## src/rtl/uart_tx_monitor_pkg.sv

```systemverilog
// Shared types and constants for the UART transmit-line monitor.
// Optional 8E1 framing is enabled with UART_TX_MONITOR_PARITY_EN.
package uart_tx_monitor_pkg;

  typedef enum logic [2:0] {
    IDLE,
    START,
    DATA,
    PARITY,
    STOP,
    BREAK
  } state_t;

  localparam int DATA_BITS = 8;
  localparam logic [7:0] EOT_DEFAULT = 8'h04;

endpackage

```

## src/rtl/uart_tx_monitor_fifo.sv

```systemverilog
// Small synchronous byte FIFO with registered storage.
// Head is shown combinationally; an empty FIFO presents zero.
module uart_tx_monitor_fifo #(
  parameter int DEPTH = 8,
  parameter int WIDTH = 8
) (
  input  logic             clk,
  input  logic             rst_n,
  input  logic             push,
  input  logic [WIDTH-1:0] wdata,
  input  logic             pop,
  output logic [WIDTH-1:0] rdata,
  output logic             full,
  output logic             empty
);

  localparam int AW = $clog2(DEPTH);

  logic [WIDTH-1:0] mem [DEPTH];
  logic [AW-1:0]    wptr;
  logic [AW-1:0]    rptr;
  logic [AW:0]      used;
  logic             wr;
  logic             rd;

  assign rd    = pop & ~empty;
  // A push into a full FIFO only lands if a pop frees the slot.
  assign wr    = push & (~full | rd);
  assign full  = (used == (AW+1)'(DEPTH));
  assign empty = (used == '0);
  assign rdata = empty ? '0 : mem[rptr];

  always_ff @(posedge clk) begin
    if (wr) begin
      mem[wptr] <= wdata;
    end
  end

  always_ff @(posedge clk or negedge rst_n) begin
    if (!rst_n) begin
      wptr <= '0;
      rptr <= '0;
      used <= '0;
    end else begin
      if (wr) wptr <= wptr + 1'b1;
      if (rd) rptr <= rptr + 1'b1;
      unique case (1'b1)
        wr & ~rd: used <= used + 1'b1;
        rd & ~wr: used <= used - 1'b1;
        default:  used <= used;
      endcase
    end
  end

endmodule

```

## src/rtl/uart_tx_monitor.sv

```systemverilog
// UART receiver for the SoC's pad_uart_tx line: 8N1 decode into a FIFO.
// Define UART_TX_MONITOR_PARITY_EN for 8E1 framing with even parity.
module uart_tx_monitor
  import uart_tx_monitor_pkg::*;
#(
  parameter int         CLKS_PER_BIT = 1085,
  parameter int         FIFO_DEPTH   = 8,
  parameter logic [7:0] EOT_CHAR     = EOT_DEFAULT
) (
  input  logic        clk_i,
  input  logic        rst_ni,
  input  logic        rx_i,
  output logic [7:0]  data_o,
  output logic        valid_o,
  input  logic        ready_i,
  output logic        frame_err_o,
  output logic        overflow_o,
  output logic        eot_o,
  output logic        busy_o,
  output logic [15:0] rx_count_o
);

  localparam int CW = $clog2(CLKS_PER_BIT);
  localparam int IW = $clog2(DATA_BITS);
  localparam logic [CW-1:0] FULL_BIT = CW'(CLKS_PER_BIT - 1);
  localparam logic [CW-1:0] HALF_BIT = CW'(CLKS_PER_BIT / 2 - 1);
  localparam logic [IW-1:0] LAST_BIT = IW'(DATA_BITS - 1);
`ifdef UART_TX_MONITOR_PARITY_EN
  localparam state_t AFTER_DATA = PARITY;
`else
  localparam state_t AFTER_DATA = STOP;
`endif

  logic rx_m, rx_s, rx_q, fall, tick;
  state_t state, state_d;
  logic [CW-1:0]        cnt, cnt_d;
  logic [IW-1:0]        idx, idx_d;
  logic [DATA_BITS-1:0] sh, sh_d;
  logic                 push, ferr;
  logic                 pop, full, empty, push_ok;
`ifdef UART_TX_MONITOR_PARITY_EN
  logic                 par, par_d;
`endif

  always_ff @(posedge clk_i or negedge rst_ni) begin
    if (!rst_ni) begin
      rx_m <= 1'b1;
      rx_s <= 1'b1;
      rx_q <= 1'b1;
    end else begin
      rx_m <= rx_i;
      rx_s <= rx_m;
      rx_q <= rx_s;
    end
  end

  assign fall   = rx_q & ~rx_s;
  assign tick   = (cnt == '0);
  assign busy_o = (state != IDLE);

  always_ff @(posedge clk_i or negedge rst_ni) begin
    if (!rst_ni) begin
      state <= IDLE;
      cnt   <= '0;
      idx   <= '0;
      sh    <= '0;
`ifdef UART_TX_MONITOR_PARITY_EN
      par   <= 1'b0;
`endif
    end else begin
      state <= state_d;
      cnt   <= cnt_d;
      idx   <= idx_d;
      sh    <= sh_d;
`ifdef UART_TX_MONITOR_PARITY_EN
      par   <= par_d;
`endif
    end
  end

  always_comb begin
    state_d = state;
    cnt_d   = tick ? cnt : cnt - 1'b1;
    idx_d   = idx;
    sh_d    = sh;
    push    = 1'b0;
    ferr    = 1'b0;
`ifdef UART_TX_MONITOR_PARITY_EN
    par_d   = par;
`endif
    unique case (state)
      IDLE: begin
        // Half-bit delay centres every later sample in its bit cell.
        if (fall) begin
          cnt_d   = HALF_BIT;
          state_d = START;
        end
      end
      START: begin
        if (tick) begin
          if (!rx_s) begin
            cnt_d   = FULL_BIT;
            idx_d   = '0;
            state_d = DATA;
          end else begin
            state_d = IDLE;
          end
        end
      end
      DATA: begin
        if (tick) begin
          sh_d  = {rx_s, sh[DATA_BITS-1:1]};
          cnt_d = FULL_BIT;
          idx_d = idx + 1'b1;
          if (idx == LAST_BIT) state_d = AFTER_DATA;
        end
      end
`ifdef UART_TX_MONITOR_PARITY_EN
      PARITY: begin
        if (tick) begin
          par_d   = rx_s;
          cnt_d   = FULL_BIT;
          state_d = STOP;
        end
      end
      STOP: begin
        if (tick) begin
          ferr    = ~rx_s | (^{sh, par});
          push    = ~ferr;
          state_d = rx_s ? IDLE : BREAK;
        end
      end
`else
      STOP: begin
        if (tick) begin
          if (rx_s) begin
            push    = 1'b1;
            state_d = IDLE;
          end else begin
            ferr    = 1'b1;
            state_d = BREAK;
          end
        end
      end
`endif
      BREAK: begin
        if (rx_s) state_d = IDLE;
      end
      default: state_d = IDLE;
    endcase
  end

  assign pop     = valid_o & ready_i;
  assign push_ok = push & (~full | pop);
  assign valid_o = ~empty;

  uart_tx_monitor_fifo #(
    .DEPTH (FIFO_DEPTH),
    .WIDTH (DATA_BITS)
  ) u_fifo (
    .clk   (clk_i),
    .rst_n (rst_ni),
    .push  (push),
    .wdata (sh),
    .pop   (pop),
    .rdata (data_o),
    .full  (full),
    .empty (empty)
  );

  always_ff @(posedge clk_i or negedge rst_ni) begin
    if (!rst_ni) begin
      frame_err_o <= 1'b0;
      overflow_o  <= 1'b0;
      eot_o       <= 1'b0;
      rx_count_o  <= '0;
    end else begin
      frame_err_o <= ferr;
      overflow_o  <= push & full & ~pop;
      if (push_ok) begin
        rx_count_o <= rx_count_o + 1'b1;
        if (sh == EOT_CHAR) eot_o <= 1'b1;
      end
    end
  end

endmodule

```

## config.mk

```make
export PLATFORM = sky130hd
export DESIGN_NAME = uart_tx_monitor
export DESIGN_NICKNAME = d
export VERILOG_FILES = /design/src/rtl/uart_tx_monitor_pkg.sv /design/src/rtl/uart_tx_monitor_fifo.sv /design/src/rtl/uart_tx_monitor.sv
export SDC_FILE = /design/constraint.sdc
export NUM_CORES = 1
export LEC_CHECK = 0
export CELL_PAD_IN_SITES_DETAIL_PLACEMENT = 0
export CELL_PAD_IN_SITES_GLOBAL_PLACEMENT = 1
export CORE_MARGIN = 8
export CORE_UTILIZATION = 50
export CTS_CLUSTER_SIZE = 28
export DETAILED_ROUTE_END_ITERATION = 10
export PLACE_DENSITY = 0.78
export SYNTH_ARGS = -nofsm -noshare
export SYNTH_HDL_FRONTEND = slang
export SYNTH_SLANG_ARGS = --single-unit
```

## constraint.sdc

```tcl
create_clock -name clk_i -period 4.4 [get_ports clk_i]
set_input_delay 1.1 -clock clk_i [delete_from_list [all_inputs] [get_ports clk_i]]
set_output_delay 1.1 -clock clk_i [all_outputs]
set_load 0.005 [all_outputs]
```

# Word-level counts from Yosys, hierarchy flattened
# Memories as Yosys holds them, arrays and structs flattened.
# Index checks and enable logic that the tools add are counted.
[totals]
register_bits = 57
wordCells = 92
n_memories = 1
latchBits = 0
ram_bits = 64
in_bits = 4
romBits = 0
[op_classes]
n_lt_le_gt_ge = 0
n_eq_ne = 14
addsub = 7
bitwise = 17
mul = 0
div_mod_pow = 0
n_reduce_logical = 10
muxes = 29
shifts = 0
[memory_table]
columns = ["name", "depth", "word_bits", "read_ports", "rd_ports_with_merged_regs", "wr", "line_no", "text"]
rows = [
  ["u_fifo.mem", 8, 8, 1, 0, 1, "uart_tx_monitor_fifo.sv:19", "logic [WIDTH-1:0] mem [DEPTH];"],
]
[ops]
columns = ["cell", "count"]
rows = [
  ["$mux 11", 5],
  ["$pmux 11 s3", 1],
  ["$mux 3", 10],
  ["$add 16x1->16 const B", 1],
  ["$pmux 3 s5", 1],
  ["$ne 2x2->1 const B", 7],
  ["$logic_not 11->1", 1],
  ["$sub 11x1->11 const B", 1],
  ["$add 3x1->3 const B", 3],
  ["$and 1x1->1", 9],
  ["$eq 3x3->1 const B", 3],
  ["$eq 8x3->1 const B", 1],
  ["$mux 1", 8],
  ["$mux 8", 1],
  ["$pmux 4 s2", 1],
  ["$not 1->1", 6],
  ["$pmux 3 s2", 1],
  ["$reduce_and 6->1", 1],
  ["$add 4x1->4 const B", 1],
  ["$eq 4x4->1 const B", 1],
  ["$logic_not 4->1", 1],
  ["$reduce_and 2->1", 2],
  ["$reduce_and 4->1", 1],
  ["$reduce_bool 2->1", 2],
  ["7 further kinds", 8],
]

# Logic depth before layout (Yosys ltp)
# Gate-level depths: netlist (run 1).
[logic_depth]
depth_word = 9
ltp_mapped = 12

# Hierarchy
# A second synthesis (run 1) with hierarchy kept.
[hier_totals]
cells_unflattened = 385
area_unflattened_um2 = 5529.1
[modules_own_cells]
columns = ["module", "instances", "seq_area_each_um2", "area_each_um2", "cells_per_inst"]
rows = [
  ["uart_tx_monitor_fifo", 1, 2172.1, 3104.2, 168],
  ["uart_tx_monitor", 1, 1179.9, 2424.8, 217],
]

# Worst setup path before layout (run 1)
# No wires, ideal clock.
[synth_path]
kind = "input -> register"
start = "in ready_i"
end = "reg u_fifo.used[3]"
arrival_ps = 3361
path_slack_ps = 959
t_required_ps = 4320
stages = 10
path_cell_list = "nand2b_1 -> nor4_1 -> nand3b_2 -> buf_6 -> ha_1 -> ha_1 -> a21o_1 -> a21oi_1 -> mux2i_1 -> xnor2_1"
[synth_between]
elab_chain_len = 7
[synth_rtl]
columns = ["element", "line_no", "text"]
rows = [
  ["start: declaration", "uart_tx_monitor.sv:15", "input logic ready_i,"],
  ["$and 1x1->1 *", "uart_tx_monitor.sv:153", "assign pop = valid_o & ready_i;"],
  ["$and 1x1->1 *", "uart_tx_monitor_fifo.sv:26", "assign rd = pop & ~empty;"],
  ["$or 1x1->1", "uart_tx_monitor_fifo.sv:28", "assign wr = push & (~full | rd);"],
  ["$and 1x1->1", "uart_tx_monitor_fifo.sv:28", ""],
  ["$not 1->1", "uart_tx_monitor_fifo.sv:49", "rd & ~wr: used <= used - 1'b1;"],
  ["$and 1x1->1", "uart_tx_monitor_fifo.sv:49", ""],
  ["$pmux 4 s2 or $reduce_bool 2->1 (tied branches)", "n/a", ""],
  ["end signal: assignment", "uart_tx_monitor_fifo.sv:48", "wr & ~rd: used <= used + 1'b1;"],
  ["end signal: assignment", "uart_tx_monitor_fifo.sv:49", ""],
  ["end signal: assignment", "uart_tx_monitor_fifo.sv:50", "default: used <= used;"],
  ["end: declaration", "uart_tx_monitor_fifo.sv:22", "logic [AW:0] used;"],
]
# Every way passes the cells marked *; elsewhere a longest branch is shown, timed or not.
# A chain may end at the register's enable or synchronous reset.

# Worst setup path after layout (run 1)
[layout_path]
start = "reg u_fifo.rptr[1]"
end = "out data_o[6]"
[layout_between]
elab_chain_len = 2
[layout_rtl]
columns = ["element", "line_no", "text"]
rows = [
  ["start: declaration", "uart_tx_monitor_fifo.sv:21", "logic [AW-1:0] rptr;"],
  ["start signal: assignment", "uart_tx_monitor_fifo.sv:46", "if (rd) rptr <= rptr + 1'b1;"],
  ["$mem_v2 8x8", "n/a", ""],
  ["$mux 8", "uart_tx_monitor_fifo.sv:31", "assign rdata = empty ? '0 : mem[rptr];"],
  ["end: declaration", "uart_tx_monitor.sv:13", "output logic [7:0] data_o,"],
]
# Every way passes these cells.

==> results of run 1 <==
[sequential cells by signal, summed over array words and instances (netlist names)]
signal / flops
state: 3
u_fifo.wptr: 3
u_fifo.mem: 64
rx_count_o: 16
rx_m: 1
idx: 3
rx_q: 1
rx_s: 1
frame_err_o: 1
cnt: 11
overflow_o: 1
u_fifo.rptr: 3
sh: 8
eot_o: 1
u_fifo.used: 4
[cell usage in the layout, fill, tap and decap left out, types with 6 or more instances in the layout]
cell / instances
edfxtp_1: 64
dfrtp_1: 54
clkdlybuf4s50_1: 31
nor2_1: 21
nor4_1: 16
mux4_2: 16
clkbuf_16: 16
xor2_1: 15
nand2_1: 14
mux2_2: 13
xnor2_1: 12
buf_4: 12
inv_1: 11
mux2i_1: 11
ha_1: 11
nand4_1: 7
nor3_1: 6
nor4b_1: 6
nand3_1: 6
[cell families (layout without fill, tap and decap cells)]
logic type | after synthesis | in the layout | share of synthesized area
DFF | 121 | 121 | 0.620
AOI/OAI and AO/OA | 33 | 33 | 0.0460
adders and majority gates | 12 | 12 | 0.0291
buffers and inverters | 29 | 88 | 0.0227
and+or+nand+nor | 110 | 110 | 0.125
xor gates and xnor gates | 27 | 27 | 0.0437
muxes | 40 | 40 | 0.114
[metrics by stage]
stage / instances / instance area [um^2] / hold WS (ns)
after floorplan: 372 / 5410 / 0.345
after CTS: 571 / 6490 / 0.356
after detailed placement: 539 / 5920 / 0.347
after global placement: 539 / 5920 / 0.345
final: 571 / 6490 / 0.355
after global routing: 571 / 6490 / 0.361
[final timing paths]
kind,startpoint,endpoint,slack [ns],cells after the start
worst max-delay path,u_fifo.rptr[1],data_o[6],0.77,4
worst min-delay path,rx_m,rx_s,0.35,0
worst max register to register,cnt[0],u_fifo.used[3],1.21,11
worst min register to register,rx_m,rx_s,0.35,0
max in group asynchronous,rst_ni,sh[0],2.88,2
min in group asynchronous,rst_ni,u_fifo.rptr[1],0.75,1
[power groups by stage]
stage | clock [W] | sequential (W) | combinational (W)
after global placement | 0 | 0.00144 | 0.000544
after global routing | 0.00137 | 0.00144 | 0.000617
after floorplan | 0 | 0.00136 | 0.000473
after CTS | 0.00133 | 0.00143 | 0.000560
final | 0.00129 | 0.00143 | 0.000546
after detailed placement | 0 | 0.00145 | 0.000553
[final cells by class]
type | count | area [um^2] | area share
clock inverter | 15 | 154 | 0.0237
inverter | 12 | 47.5 | 0.00733
timing repair buffer | 44 | 405 | 0.0625
sequential | 121 | 3350 | 0.517
multi-input combinational | 222 | 1940 | 0.299
tap | 140 | 175 | 0.0270
clock buffer | 17 | 414 | 0.0638
[critical path, delay by kind of cell (launching register included)]
family | cells | cell delay (ns)
buffers and inverters | 1 | 0.50
DFF | 1 | 0.88
and+or+nand+nor | 1 | 0.07
muxes | 2 | 0.56
[per-layer routing]
layer | vias up | track usage
met3 | 6 | 0.0479
met4 | 0 | 0.0531
met5 | - | 0
met1 | 1611 | 0.191
li1 | 1529 | -
met2 | 45 | 0.250
==> results.cfg, run 1 <==
[run_status]
status = finished, final reports clean

[pwr]
combPwrFrac = 0.167
total_power_w = 0.00327
seqPwrFrac = 0.437
intPower_w = 0.00237
peakVddDrop_mv = 0.272
switching_share = 0.275
p_per_area_nw_per_um2 = 503
clkPwrFrac = 0.396
p_switching_w = 0.000899
p_leak_nw = 2.35

[setup_path]
worst_ep_required_time_ns = 3.30
max_stage_delay_ns = 0.88
worstSetupPathType = flip-flop to primary output
cp.arrival_ns = 2.53
cp_slowest_cell = dfrtp_1
cp-end-kind = primary output
cp_cell_sequence = mux4_2 -> mux2i_1 -> nor2_1 -> clkdlybuf4s50_1
start_kind = flip-flop
cp_max_fo = 18

[run]
maxCapViolations = 0

[route]
dr_wl_met2_um = 5130
routed_wl_um = 10300
ant_nets = 0
vias = 3191
drc = 0
first_pass_iters = 4
met3WireLength_um = 356
vias_per_cell = 5.59
wl_per_cell_um = 18.1
met1Wirelength_um = 4760
top_layer_used = met4
initialDrtViolationCount = 169

[clock_network]
clkLatencyLatePin_ns = 0.51
htree_levels = 4
cts_resized = 0
post_cts_buffers = 0
hold_buffers = 0
cts_buffers = 17
clkTransAtPathRegs_ns = 0.06
clockBufferDepth = 2
cts_tree = yes
cts_sinks = 121
root_buffer = clkbuf_8

[sta]
tns_ns = 0
maxSlewHeadroom = 0.365
max_freq_mhz = 276
maxSlewViolCount = 0
worst_slack_ns = 0.772
finalCriticalPeriod_ns = 3.63
worstMarginPinSlew_ns = 0.945
rsz0062_at_grt = false
finalHoldViolCount = 0
skew_ns = 0.00864
finalSetupViolCount = 0
post-route-period-util = 0.825

[synth]
synth-edff-count = 64
synth_common_cells = edfxtp_1 (64), dfrtp_1 (54), nor2_1 (21)
dominantRegCellSynth = edfxtp_1
ys_warn_count = 0
yosysSeqAreaShare = 0.620
syn_nets = 388
synth_seq_cells = 121
synth_top_cell_by_area = edfxtp_1
syn_inst = 372
synth.most_common_cell = edfxtp_1
synth.top_cells.by_area = edfxtp_1 (36%), dfrtp_1 (25%), mux4_2 (6.7%)
synth_area_um2 = 5410
ys_types = 60
postSynthAreaPerCell_um2 = 14.5
yosysTopAreaCellShare = 0.355
synthArstFlopShare = 0.471

[global_routing]
grt_usage = 0.154
overflow = 0
grt_pass1_vias = 3292
grt_pass1_wl_um = 17300
grt_max_degree = 44
antenna_found_initial = 0

[floorplanning]
initial_core_util = 0.506
fp-row-count = 38
ioPinCount = 33
die_w_um = 120
die_area_um2 = 14400
die_y_um = 120
coreArea_um2 = 10700

[min_path]
hold_path.class = flip-flop to flip-flop

[place]
place_congestion = 0.802
portBuffers = 32
dpl_worst_slack_ns = 0.764
hpwlAfterDp_um = 6850

[finish]
area_delta_synth_final_pct = 20.0
drive_above_1_share = 0.204
antenna_cells = 0
nNetsFinal = 434
final_core_util = 0.607
fill_cells = 867
No activity file was read; power rests on OpenSTA's default activity.
==> run 2, diff against run 1 <==
- clock period: 4.4 -> 3.7 ns (I/O delays scaled with it)
==> run 2 against run 1 <==
Effect of this change:
- clock skew about the same
- utilization about the same
- sequential share of layout area about the same
- critical path depth unchanged
- total power increased by 17%
- hold slack improved by 0.0043 ns
- cell count increased by 0.53%
- global-route usage increased by 0.095 points
- non-clock buffer count increased by 3
- setup slack got worse by 0.48 ns
- flip-flop and latch count unchanged
- largest power group unchanged
==> results.cfg, run 2 (synthesis gave the netlist of run 1 again) <==
[run_status]
status = finished, final reports clean

[sta]
maxSlewHeadroom = 0.420
worst_slack_ns = 0.288
tns_ns = 0
maxSlewViolCount = 0
rsz0062_at_grt = false
finalHoldViolCount = 0
post-route-period-util = 0.922
worstMarginPinSlew_ns = 0.870
max_freq_mhz = 293
finalCriticalPeriod_ns = 3.41
finalSetupViolCount = 0
skew_ns = 0.00892

[route]
ant_nets = 0
vias = 3256
first_pass_iters = 4
vias_per_cell = 5.67
routed_wl_um = 10500
wl_per_cell_um = 18.2
initialDrtViolationCount = 168
drc = 0

[pwr]
p_switching_w = 0.00107
intPower_w = 0.00275
p_leak_nw = 2.37
switching_share = 0.280
combPwrFrac = 0.171
seqPwrFrac = 0.441
peakVddDrop_mv = 0.377
p_per_area_nw_per_um2 = 590
clkPwrFrac = 0.388
total_power_w = 0.00382

[clock_network]
cts_tree = yes
root_buffer = clkbuf_8
cts_sinks = 121
cts_buffers = 17
htree_levels = 4
hold_buffers = 0
clockBufferDepth = 2
post_cts_buffers = 0
cts_resized = 0
clkLatencyLatePin_ns = 0.51
clkTransAtPathRegs_ns = 0.06

[min_path]
min_path_cells = 0
min_to = rx_s
hp-start = rx_m
hold_path.class = flip-flop to flip-flop

[setup_path]
reg2reg_from = cnt[0]
cp.arrival_ns = 2.49
start_kind = flip-flop
r2r_end = u_fifo.used[3]
max_stage_delay_ns = 0.85
worst_ep_required_time_ns = 2.77
cp-end-kind = primary output
cp_max_fo = 18
r2r_setup_slack_ns = 0.81
cp_slowest_cell = dfrtp_1
cp_cell_sequence = mux4_2 -> mux2i_1 -> nor2_1 -> clkdlybuf4s50_1
rr_worst_depth = 11
worstSetupPathType = flip-flop to primary output

[finish]
regMostFlops = u_fifo.mem
antenna_cells = 0
fill_cells = 853
layout_commonest_cell = edfxtp_1
nNetsFinal = 437
largest_reg_flops = 64
top_regs = u_fifo.mem x64, rx_count_o x16, cnt x11
most-common-layout-cells = edfxtp_1 (64), dfrtp_1 (54), clkdlybuf4s50_1 (31), nor2_1 (21)
drive_above_1_share = 0.212
area_delta_synth_final_pct = 19.9

[global_routing]
grt_max_degree = 38
grt_pass1_wl_um = 17500
grt_usage = 0.155
antenna_found_initial = 0
grt_pass1_vias = 3395
overflow = 0

[floorplanning]
initial_core_util = 0.506
ioPinCount = 33
die_y_um = 120
die_w_um = 120
coreArea_um2 = 10700
fp-row-count = 38
die_area_um2 = 14400

[place]
portBuffers = 32
dpl_worst_slack_ns = 0.566
place_congestion = 0.792
hpwlAfterDp_um = 6990

[run]
maxCapViolations = 0
run 2: cell types whose count changed in the layout (fill, tap and decap cells not counted), sizes merged:
cell / previous run / this run
bufinv: 2 / 1
buf: 13 / 16
inv: 13 / 15
clkinvlp: 5 / 4
run 2: layer usage:
metal	routed length, um	GRT usage	vias to the layer above
met3	433	0.0423	10
met5	0	0	-
met4	126	0.0593	0
li1	-	-	1526
met1	4490	0.182	1658
met2	5420	0.264	62
run 2: worst max-delay path by stage:
stage,from,endpoint,depth (start not counted)
6_report,u_fifo.rptr[1],data_o[5],4
5_1_grt,u_fifo.rptr[1],data_o[5],4
4_1_cts,u_fifo.rptr[1],data_o[5],4
3_5_place_dp,ready_i,u_fifo.used[3],10
3_3_place_gp,ready_i,u_fifo.used[3],10
2_1_floorplan,ready_i,u_fifo.used[3],10
run 2: worst max-delay path: cells and delay by family (launching register included):
kind / cells / cell delay, ns
mux: 2 / 0.62
buf+inv: 1 / 0.44
flops: 1 / 0.85
simple gates: 1 / 0.07
run 2: final cells by class:
cell class | instances | area (um^2) | area share
repair buffers | 47 | 428 | 0.0660
clock buffers | 17 | 414 | 0.0639
inverters | 12 | 47.5 | 0.00733
clock inverters | 15 | 128 | 0.0197
flip-flops and latches | 121 | 3350 | 0.517
well taps | 140 | 175 | 0.0270
multi-input cells | 222 | 1940 | 0.299
run 2: through the flow:
| stage | hold slack (ns) | util | std cells | cell area (um^2) |
|---|---|---|---|---|
| 2_1_floorplan | 0.345 | - | 372 | 5410 |
| 3_3_place_gp | 0.346 | 0.556 | 542 | 5940 |
| 3_5_place_dp | 0.351 | 0.556 | 542 | 5940 |
| 4_1_cts | 0.359 | 0.606 | 574 | 6480 |
| 5_1_grt | 0.363 | 0.606 | 574 | 6480 |
| 6_report | 0.359 | 0.606 | 574 | 6480 |
run 2: power by group through the flow:
stage / clock network [W] / registers (W) / logic, W
2_1_floorplan: 0 / 0.00162 / 0.000563
3_3_place_gp: 0 / 0.00171 / 0.000653
3_5_place_dp: 0 / 0.00172 / 0.000665
4_1_cts: 0.00151 / 0.00169 / 0.000670
5_1_grt: 0.00156 / 0.00171 / 0.000737
6_report: 0.00148 / 0.00169 / 0.000654
==> run 3, diff against run 2 <==
- MAX_ROUTING_LAYER: default -> met4
==> run 3 against run 2 <==
Effect of this change:
- non-clock buffer count did not move
- die area did not move
- cell area did not move
- maximum frequency barely moved
- critical path type unchanged
- clock power barely moved
- wire length rose by 0.25%
- hold slack improved by 0.00089 ns
- utilization did not move
- flip-flop and latch count did not move
- combinational power barely moved
==> results.cfg, run 3 (synthesis gave the netlist of run 1 again) <==
[route]
vias_per_cell = 5.71
ant_nets = 0
first_pass_iters = 4
wl_per_cell_um = 18.3
routed_wl_um = 10500
drc = 0
initialDrtViolationCount = 147
vias = 3276

[sta]
post-route-period-util = 0.923
worstMarginPinSlew_ns = 0.875
skew_ns = 0.00757
finalSetupViolCount = 0
finalCriticalPeriod_ns = 3.42
max_freq_mhz = 293
finalHoldViolCount = 0
hold_ws_ns = 0.360
maxSlewHeadroom = 0.416
tns_ns = 0
rsz0062_at_grt = false
maxSlewViolCount = 0

[pwr]
seqPwrFrac = 0.441
combPwrFrac = 0.171
switching_share = 0.280
intPower_w = 0.00275
peakVddDrop_mv = 0.377
clkPwrFrac = 0.388
p_leak_nw = 2.37
p_switching_w = 0.00107
p_per_area_nw_per_um2 = 590

[setup_path]
r2r_setup_slack_ns = 0.81
cp-end-kind = primary output
cp_slowest_cell = dfrtp_1
cp_max_fo = 18
crit_start = u_fifo.rptr[1]
reg2reg_from = cnt[0]
rr_worst_depth = 11
r2r_end = u_fifo.used[3]
worstSetupPathType = flip-flop to primary output
worst_ep_required_time_ns = 2.77
max_stage_delay_ns = 0.85
cp_cell_sequence = mux4_2 -> mux2i_1 -> nor2_1 -> clkdlybuf4s50_1
cp.arrival_ns = 2.49
start_kind = flip-flop
crit_buf_inv = 1
cpLargestDelayFamily = flip-flops

[global_routing]
grt_pass1_vias = 3393
grt_max_degree = 38
grt_usage = 0.159
antenna_found_initial = 0
overflow = 0
grt_pass1_wl_um = 17500

[finish]
drive_above_1_share = 0.212
final_core_util = 0.606
fill_cells = 853
area_delta_synth_final_pct = 19.9
multiInputGateArea_um2 = 1940
nNetsFinal = 437
top_regs = u_fifo.mem x64, rx_count_o x16, cnt x11
most-common-layout-cells = edfxtp_1 (64), dfrtp_1 (54), clkdlybuf4s50_1 (31), nor2_1 (21)
largest_reg_flops = 64
regMostFlops = u_fifo.mem
layout_commonest_cell = edfxtp_1
antenna_cells = 0
regArea_um2 = 3350

[clock_network]
cts_tree = yes
cts_resized = 0
hold_buffers = 0
post_cts_buffers = 0
htree_levels = 4
cts_buffers = 17
cts_sinks = 121
root_buffer = clkbuf_8
clkLatencyLatePin_ns = 0.52
clkTransAtPathRegs_ns = 0.06
clockBufferDepth = 2

[place]
hpwlAfterDp_um = 6990
portBuffers = 32
place_congestion = 0.804

[run_status]
status = finished, final reports clean

[floorplanning]
fp-row-count = 38
die_area_um2 = 14400
coreArea_um2 = 10700
die_w_um = 120
initial_core_util = 0.506
die_y_um = 120
ioPinCount = 33

[min_path]
hp-start = rx_m
hold_path.class = flip-flop to flip-flop
min_path_cells = 0
min_to = rx_s

[run]
maxCapViolations = 0
==> run 3: cell counts in the layout (fill, tap and decap cells not counted) <==
No cell type changed its count.
==> run 3: cell type report <==
type | count | area share
Clock buffer | 17 | 0.0639
Clock inverter | 15 | 0.0197
Inverter | 12 | 0.00733
Multi-Input combinational cell | 222 | 0.299
Sequential cell | 121 | 0.517
Tap cell | 140 | 0.0270
Timing Repair Buffer | 47 | 0.0660
==> run 3: metal layers <==
metal	track usage	wire length, um
met4	0.0593	144
met1	0.186	4520
met5	-	0
met3	0.0399	440
met2	0.263	5390
==> run 3: how the worst max path moves through the flow <==
stage                                 to  slack [ns]  cells after the start
after floorplan           u_fifo.used[3]        0.43                     10
after global placement    u_fifo.used[3]        0.65                     10
after detailed placement  u_fifo.used[3]        0.57                     10
after CTS                      data_o[5]        0.22                      4
after global routing           data_o[5]        0.17                      4
final                          data_o[5]        0.28                      4
==> run 3: power groups by stage <==
stage               logic [W]  clock network, W  registers, W
floorplan            0.000563                 0       0.00162
global placement     0.000653                 0       0.00171
detailed placement   0.000665                 0       0.00172
CTS                  0.000670           0.00151       0.00169
global route         0.000737           0.00156       0.00171
finish               0.000654           0.00148       0.00169
==> run 3: through the flow <==
| stage | total power [W] | std cells | setup WS [ns] | instance area, um^2 |
|---|---|---|---|---|
| after CTS | 0.00387 | 574 | 0.223 | 6480 |
| after global placement | 0.00237 | 542 | 0.647 | 5940 |
| final | 0.00382 | 574 | 0.285 | 6480 |
| after floorplan | 0.00218 | 372 | 0.434 | 5410 |
| after detailed placement | 0.00238 | 542 | 0.566 | 5940 |
| after global routing | 0.00401 | 574 | 0.166 | 6480 |
==> variant (flow settings as in run 3) <==
The parameter `FIFO_DEPTH` goes from 8 to 4.
--- a/src/rtl/uart_tx_monitor.sv
+++ b/src/rtl/uart_tx_monitor.sv
@@ -6,3 +6,3 @@
   parameter int         CLKS_PER_BIT = 1085,
-  parameter int         FIFO_DEPTH   = 8,
+  parameter int         FIFO_DEPTH   = 4,
   parameter logic [7:0] EOT_CHAR     = EOT_DEFAULT
Formal check against the unedited RTL: same outputs for any inputs over 10 cycles, from zero or initial values and one cycle with rst_ni low; that may be too few to reach the edited logic, so the function may still have changed.
==> variant against run 3 <==
Design area shrank 30%. Total power fell by 44%. Largest power group unchanged. Global-route usage down 1.3 points. Combinational power down 40%. Worst setup slack improved by 240 ps. Sequential cell count shrank 35. Count of clock-buffer cells in the layout decreased by 7. Routed wire length shrank 30%. Area after synthesis is 26% lower.
==> variant: results (changes against run 3) <==
status=finished clean (unchanged); Sw Share=29.4% (was 28.0%); mux share of post-synthesis cell area=8.49% (was 11.4%); r2r setup slk=980 ps (was 810 ps); Nets=355 (was 437); max reg flops=32 (was 64); pre-CTS WS=270 ps (was 566 ps); Max stage delay on crit path=710 ps (was 850 ps); routability-driven placement congestion ratio=0.790 (was 0.804); R2R Path End=u_fifo.used[2] (was u_fifo.used[3]); P_clk=582 uW (was 1480 uW); Clk Latency, worst-skew pair=350 ps (was 520 ps); DP Area=4390 um^2 (was 5940 um^2); worst hold margin=359 ps (was 360 ps); Post-DP HPWL=5.14 mm (was 6.99 mm); Critical Path End=data_o[6] (was data_o[5]); 1st-iter DRT viols=74 (was 147); combinational cell power=392 uW (was 654 uW); worst-case vdd ir drop=350 uV (was 377 uV); Via density=5.45 (was 5.71); biggest regs=u_fifo.mem (32), rx_count_o (16), cnt (11) (was u_fifo.mem (64), rx_count_o (16), cnt (11)); Commonest cells post-synth=51 x dfrtp_1, 32 x edfxtp_1, 17 x xor2_1 (was 64 x edfxtp_1, 54 x dfrtp_1, 21 x nor2_1); met2 wire length=3.71 mm (was 5.39 mm); Synth async-reset ratio=62.8% (was 47.1%); synth top area cells=dfrtp_1 32%, edfxtp_1 24%, mux4_2 4.5%, xor2_1 3.7%, ha_1 3.5% (was edfxtp_1 36%, dfrtp_1 25%, mux4_2 6.7%, mux2_2 2.7%, ha_1 2.5%); H-tree levels=3 (was 4); Post-synth EDFFs=32 (was 64); Worst Clk Skew=13.5 ps (was 7.57 ps); share of cells above drive strength 1=14.0% (was 21.2%); Worst-path clk slew=90 ps (was 60 ps); xor and xnor fraction of the mapped netlist area=5.06% (was 4.37%); vias in the first global route=2466 (was 3393); Static Leakage=0.00192 uW (was 0.00237 uW); Crit. Startpoint=u_fifo.rptr[0] (was u_fifo.rptr[1]); largest net degree at the start of global routing=32 (was 38); dpl cells=430 (was 542); Mean Syn Cell Area=13.1 um^2 (was 14.5 um^2); FF/Latch Area=2320 um^2 (was 3350 um^2); Seq/Total Area, Yosys=58.2% (was 62.0%); worst rel slew slack=61.7% (was 41.6%); Crit path arrival time=2250 ps (was 2490 ps); Post-Synth Adder-Cell Area=3.96% (was 2.91%); GRT Util Overall=14.6% (was 15.9%); unique cell type count in the Yosys netlist=55 (was 60); Fillers=644 (was 853)
## variant: cell type report
cell class / instances / share of cell area, %
clock buffer: 10 / 2.80
timing repair buffer: 35 / 7.40
clock inverter: 6 / 1.01
tap: 102 / 2.80
multi-input combinational: 192 / 33.9
inverter: 15 / 1.34
sequential: 86 / 50.7
## variant: metal layers
layer | track usage [%] | vias to the layer above
li1 | - | 1180
met1 | 17.1 | 1210
met4 | 5.10 | 0
met2 | 23.2 | 37
met3 | 4.81 | 2
met5 | - | -
## variant: logic make-up after synthesis
kind of cell / after synthesis
AOI/OAI and AO/OA: 33
xor gates and xnor gates: 23
adders and majority gates: 12
buffers and inverters: 26
DFF: 86
muxes: 22
and+or+nand+nor: 102
## variant: worst reg2reg max path: stages, from the launching register on
cell and delay, ps:
dfrtp_1 420, inv_1 130, ha_1 180, nor4b_4 370, and3_1 320, inv_6 110
nor2_4 230, inv_1 70, ha_1 200, inv_1 70, fa_1 170, xor2_1 140
nor2_1 60, xor2_1 140
